[src/rtl/display_scan_controller.sv]
// Eight-digit multiplexed display scanner: per-slot blanking dead time, active-low
// anode/dp drive and frame-synchronous double-buffered digit data.
module display_scan_controller #(
  parameter int PRESCALE     = 100000,
  parameter int BLANK_CYCLES = 1000
) (
  input  logic        clk,
  input  logic        rst_n,
  input  logic [31:0] digits_in,
  input  logic [7:0]  dp_in,
  input  logic [7:0]  digit_en_in,
  input  logic        load,
  output logic        load_ack,
  output logic [2:0]  refreshcounter,
  output logic [7:0]  anode,
  output logic [3:0]  digit_val,
  output logic        dp,
  output logic        frame_start
);

  localparam int PW = (PRESCALE > 2) ? $clog2(PRESCALE) : 1;
  localparam logic [PW-1:0] LAST = PW'(PRESCALE - 1);

  typedef enum logic {BLANK = 1'b0, ON = 1'b1} state_t;

  state_t        state, state_nxt;
  logic [PW-1:0] prescaler, prescaler_nxt;
  logic [2:0]    refresh_nxt;
  logic          slot_end, boundary;
  int            presc_nxt_i;

  logic [31:0] stage_digits, act_digits, act_digits_nxt;
  logic [7:0]  stage_dp, act_dp, act_dp_nxt;
  logic [7:0]  stage_en, act_en, act_en_nxt;
  logic        pending, pending_nxt;

  logic        load_ack_nxt, frame_start_nxt, dp_nxt;
  logic [7:0]  anode_nxt;
  logic [3:0]  digit_val_nxt;

  // Every output is computed from next-cycle values so the registered outputs
  // line up with the prescaler/refreshcounter values they describe.
  always_comb begin
    slot_end      = (prescaler == LAST);
    boundary      = slot_end && (refreshcounter == 3'd7);
    prescaler_nxt = slot_end ? '0 : prescaler + PW'(1);
    refresh_nxt   = slot_end ? refreshcounter + 3'd1 : refreshcounter;
    presc_nxt_i   = int'(prescaler_nxt);

    state_nxt = state;
    case (state)
      BLANK:   if (presc_nxt_i >= BLANK_CYCLES) state_nxt = ON;
      ON:      if (presc_nxt_i < BLANK_CYCLES)  state_nxt = BLANK;
      default: state_nxt = BLANK;
    endcase

    act_digits_nxt = act_digits;
    act_dp_nxt     = act_dp;
    act_en_nxt     = act_en;
    pending_nxt    = pending;
    if (load) pending_nxt = 1'b1;
    // A load on the boundary cycle itself wins over older staged data.
    if (boundary) begin
      pending_nxt = 1'b0;
      if (load) begin
        act_digits_nxt = digits_in;
        act_dp_nxt     = dp_in;
        act_en_nxt     = digit_en_in;
      end else if (pending) begin
        act_digits_nxt = stage_digits;
        act_dp_nxt     = stage_dp;
        act_en_nxt     = stage_en;
      end
    end

    load_ack_nxt    = boundary && (pending || load);
    frame_start_nxt = boundary;
    digit_val_nxt   = act_digits_nxt[{refresh_nxt, 2'b00} +: 4];
    anode_nxt       = 8'hFF;
    dp_nxt          = 1'b1;
    if (state_nxt == ON && act_en_nxt[refresh_nxt]) begin
      anode_nxt = ~(8'b1 << refresh_nxt);
      dp_nxt    = ~act_dp_nxt[refresh_nxt];
    end
  end

  // State register for the BLANK/ON machine.
  always_ff @(posedge clk or negedge rst_n) begin
    if (!rst_n) state <= BLANK;
    else        state <= state_nxt;
  end

  // Datapath and registered outputs.
  always_ff @(posedge clk or negedge rst_n) begin
    if (!rst_n) begin
      prescaler      <= '0;
      refreshcounter <= 3'd0;
      stage_digits   <= 32'd0;
      stage_dp       <= 8'd0;
      stage_en       <= 8'd0;
      act_digits     <= 32'd0;
      act_dp         <= 8'd0;
      act_en         <= 8'd0;
      pending        <= 1'b0;
      load_ack       <= 1'b0;
      frame_start    <= 1'b0;
      anode          <= 8'hFF;
      dp             <= 1'b1;
      digit_val      <= 4'd0;
    end else begin
      prescaler      <= prescaler_nxt;
      refreshcounter <= refresh_nxt;
      if (load) begin
        stage_digits <= digits_in;
        stage_dp     <= dp_in;
        stage_en     <= digit_en_in;
      end
      act_digits     <= act_digits_nxt;
      act_dp         <= act_dp_nxt;
      act_en         <= act_en_nxt;
      pending        <= pending_nxt;
      load_ack       <= load_ack_nxt;
      frame_start    <= frame_start_nxt;
      anode          <= anode_nxt;
      dp             <= dp_nxt;
      digit_val      <= digit_val_nxt;
    end
  end

endmodule

[config.mk]
export PLATFORM = sky130hd
export DESIGN_NAME = display_scan_controller
export DESIGN_NICKNAME = d
export VERILOG_FILES = /design/src/rtl/display_scan_controller.sv
export SDC_FILE = /design/constraint.sdc
export NUM_CORES = 1
export LEC_CHECK = 0
export ABC_AREA = 0
export BUFFER_PORTS_ARGS = -buffer_cell sky130_fd_sc_hd__buf_4
export CORE_MARGIN = 3
export CORE_UTILIZATION = 53
export DETAILED_ROUTE_END_ITERATION = 6
export PLACE_DENSITY = 0.74
export SKIP_CTS_REPAIR_TIMING = 1
export SYNTH_ARGS = -nofsm -noshare
export SYNTH_HDL_FRONTEND = slang
export SYNTH_SLANG_ARGS = --single-unit
[constraint.sdc]
create_clock -name clk -period 2.8 [get_ports clk]
set_input_delay 0.42 -clock clk [delete_from_list [all_inputs] [get_ports clk]]
set_output_delay 0.42 -clock clk [all_outputs]
set_load 0.005 [all_outputs]
==> results.md <==
* R2r startpoint: prescaler[0]$_DFF_PN0_
* Share of post-route cells with drive strength above 1 at 0.346
* Clk sinks at 132
* CTS buffer count at 17
* Seq/Total Area, Yosys at 0.552
* Commonest cells after routing, fill and taps aside: dfrtp_1, buf_4, nand2_1, mux2_2, clkbuf_16
* DRT iter0 DRCs at 305
* Main synth FF type: dfrtp_1
* Mean Syn Cell Area at 11.8 sq um
* Number of global-route vias before repair at 4553
* H-tree Lvls at 4
* Clock slew at reported path FFs at 0.06 ns
* Root Driver: clkbuf_16
* Filler cell count at 813
* Initial Util at 0.549
* CP Launch Type: flip-flop
* Final HPWL DP at 9.35 mm
* Setup crit end: digit_val[0]$_DFF_PN0_
* Mapped Cells at 509
* Area Overhead vs Synth at 22.8%
* Final core utilization at 0.674
* DRC at 0
* Commonest non-fill, non-tap cell in the layout: dfrtp_1
* CP endpoint kind: flip-flop
* Hold Crit Class: primary input to asynchronous set/reset pin
* Synth warnings at 0
* Max IR drop VDD at 484 uV
* Design Area, Final at 0.00737 sq mm
* Max_slew headroom at 0.643
* Net Count, Synth at 563
* FF/Latch Area at 0.00331 sq mm
* Clock skew at 0.0105 ns
* Mapped Area at 0.00600 sq mm
* IO Pins at 69
* Cell Area, Placed at 0.00677 sq mm
* Core Box Area at 0.0109 sq mm
* Power per cell area at 597 mW/mm^2
* Fin. Hold Viols at 33
* Post-DRT Antenna Nets at 0
* Final nets at 656
* DIE AREA at 0.0126 sq mm
* Distinct cells, synth at 72
* Failing checks: negative hold slack
* Vias/cell at 5.73
* Tot Pwr at 4.40 mW
* CTS tree: built
* WL/cell at 18.1 microns
* Static Leak at 3.49 nW
* Count of input and output buffers at 68
* Initial antenna violation count at 0
* Crit path arrival time at 3.00 ns
* Unrepaired setup endpoints after global routing: true
* Final hold slack at -0.00757 ns
* Vias at 4323
* Maxcap violations at 0
* Drt pass-1 iters at 4
* Grt total ovfl at 0
* Total Routed Length at 13.7 mm
* Antenna Cells at 0
* Reg2reg setup slack at 0.09 ns
* First-pass GRT wire length at 22.7 mm
* Tmin final at 2.71 ns
* Pins Over Slew Limit at 0
* Post-synth EDFFs at 0
* WP data required at 3.09 ns
* Placement Rows at 38
* Crit path from: prescaler[0]$_DFF_PN0_
* Die Y at 112 microns
* Synthesized flop and latch total at 132
* Status: finished with violations
* Final setup fails at 0
* Reg-to-reg endpoint: digit_val[0]$_DFF_PN0_
* Crit Path Max Fanout at 19
* Largest net degree at the start of global routing at 63
* Fmax at 369 MHz
* Final Wtd Congestion at 0.853
* Final Cycle Share at 0.969
* GR Util All Layers at 0.229
* Total Neg Setup Slack at 0 ns
* Synth async-reset ratio at 1.00
* Worst R2R Path Depth at 9
* Area of the multi-input gates at 0.00246 sq mm
* Die Wd at 112 microns
* Slew at the pin closest to its max-slew limit at 0.535 ns
* Worst-Skew Late Latency at 0.42 ns
* Max Root-Sink Buffers at 2
* Critical path class: flip-flop to flip-flop
[critical path, stage by stage, from the launching register on]
cell     delay, ns
dfrtp_1       0.39
ha_2          0.25
and4_2        0.31
nand4_2       0.15
xnor2_2       0.22
buf_12        0.19
mux4_1        0.58
mux2_2        0.31
nor2_1        0.12
a31oi_1       0.06
[metrics by stage]
stage / instances / setup WS, ns
floorplan: 509 / 0.0196
global placement: 719 / 0.211
detailed placement: 719 / 0.0274
CTS: 751 / -0.000489
global route: 755 / -0.0509
finish: 755 / 0.0879
[worst min path at each step]
stage                     start                      endpoint  slack [ns]
after global routing      rst_n      act_digits[11]$_DFF_PN0_        0.03
after floorplan           rst_n       act_digits[0]$_DFF_PN0_        0.12
final                     rst_n       act_digits[7]$_DFF_PN0_      -0.008
after global placement    rst_n  stage_digits[12]$_DFFE_PN0P_        0.44
after detailed placement  rst_n   stage_digits[8]$_DFFE_PN0P_        0.45
after CTS                 rst_n  stage_digits[10]$_DFFE_PN0P_       0.003
[report_power, final]
group	leakage, nW	total, mW	internal (mW)	switching [mW]
Clock	0.271	2.09	1.29	0.800
Combinational	1.57	0.277	0.139	0.138
Sequential	1.65	2.03	2.00	0.0292
[final cells by class]
| class | count | share of cell area |
|---|---|---|
| Clock buffer | 24 | 0.0653 |
| Clock inverter | 8 | 0.0105 |
| Inverter | 18 | 0.00984 |
| Multi-Input combinational cell | 332 | 0.334 |
| Sequential cell | 132 | 0.450 |
| Tap cell | 140 | 0.0238 |
| Timing Repair Buffer | 101 | 0.107 |
[Yosys cell counts, drive strengths merged, types with 7 or more instances]
| library cell | number | share of area |
|---|---|---|
| nand3 | 11 | 0.010 |
| nor4 | 10 | 0.015 |
| clkbuf | 8 | 0.0050 |
| xnor2 | 11 | 0.017 |
| o21ai | 10 | 0.0083 |
| mux2i | 14 | 0.024 |
| inv | 17 | 0.011 |
| and2 | 7 | 0.0073 |
| nand4 | 8 | 0.0094 |
| nand2 | 90 | 0.056 |
| dfstp | 9 | 0.039 |
| a21oi | 8 | 0.0067 |
| nor2 | 16 | 0.010 |
| a31oi | 7 | 0.0073 |
| dfrtp | 123 | 0.51 |
| buf | 19 | 0.023 |
| mux2 | 57 | 0.11 |
[logic make-up (layout without fill, tap and decap cells)]
kind of cell / after synthesis / in the layout / synth area share
and+or+nand+nor: 171 / 171 / 0.142
DFF: 132 / 132 / 0.552
muxes: 77 / 77 / 0.156
AOI/OAI and AO/OA: 66 / 66 / 0.0806
buffers and inverters: 45 / 151 / 0.0404
xor gates and xnor gates: 15 / 15 / 0.0231
adders and majority gates: 3 / 3 / 0.00625
[routing by layer]
layer  global-route usage  vias up  part of all wire
li1                     -     1998                 -
met1                0.298     2192              0.41
met2                0.369      117              0.51
met3               0.0658       16             0.059
met4               0.0857        0             0.014
met5                    0        -                 0
[flip-flops by register name (all words and copies together), names as in the netlist, 4 cells and up]
name          count
act_digits       32
act_dp            8
act_en            8
anode             8
digit_val         4
prescaler        17
stage_digits     32
stage_dp          8
stage_en          8
Power figures use the tool's default switching activity.
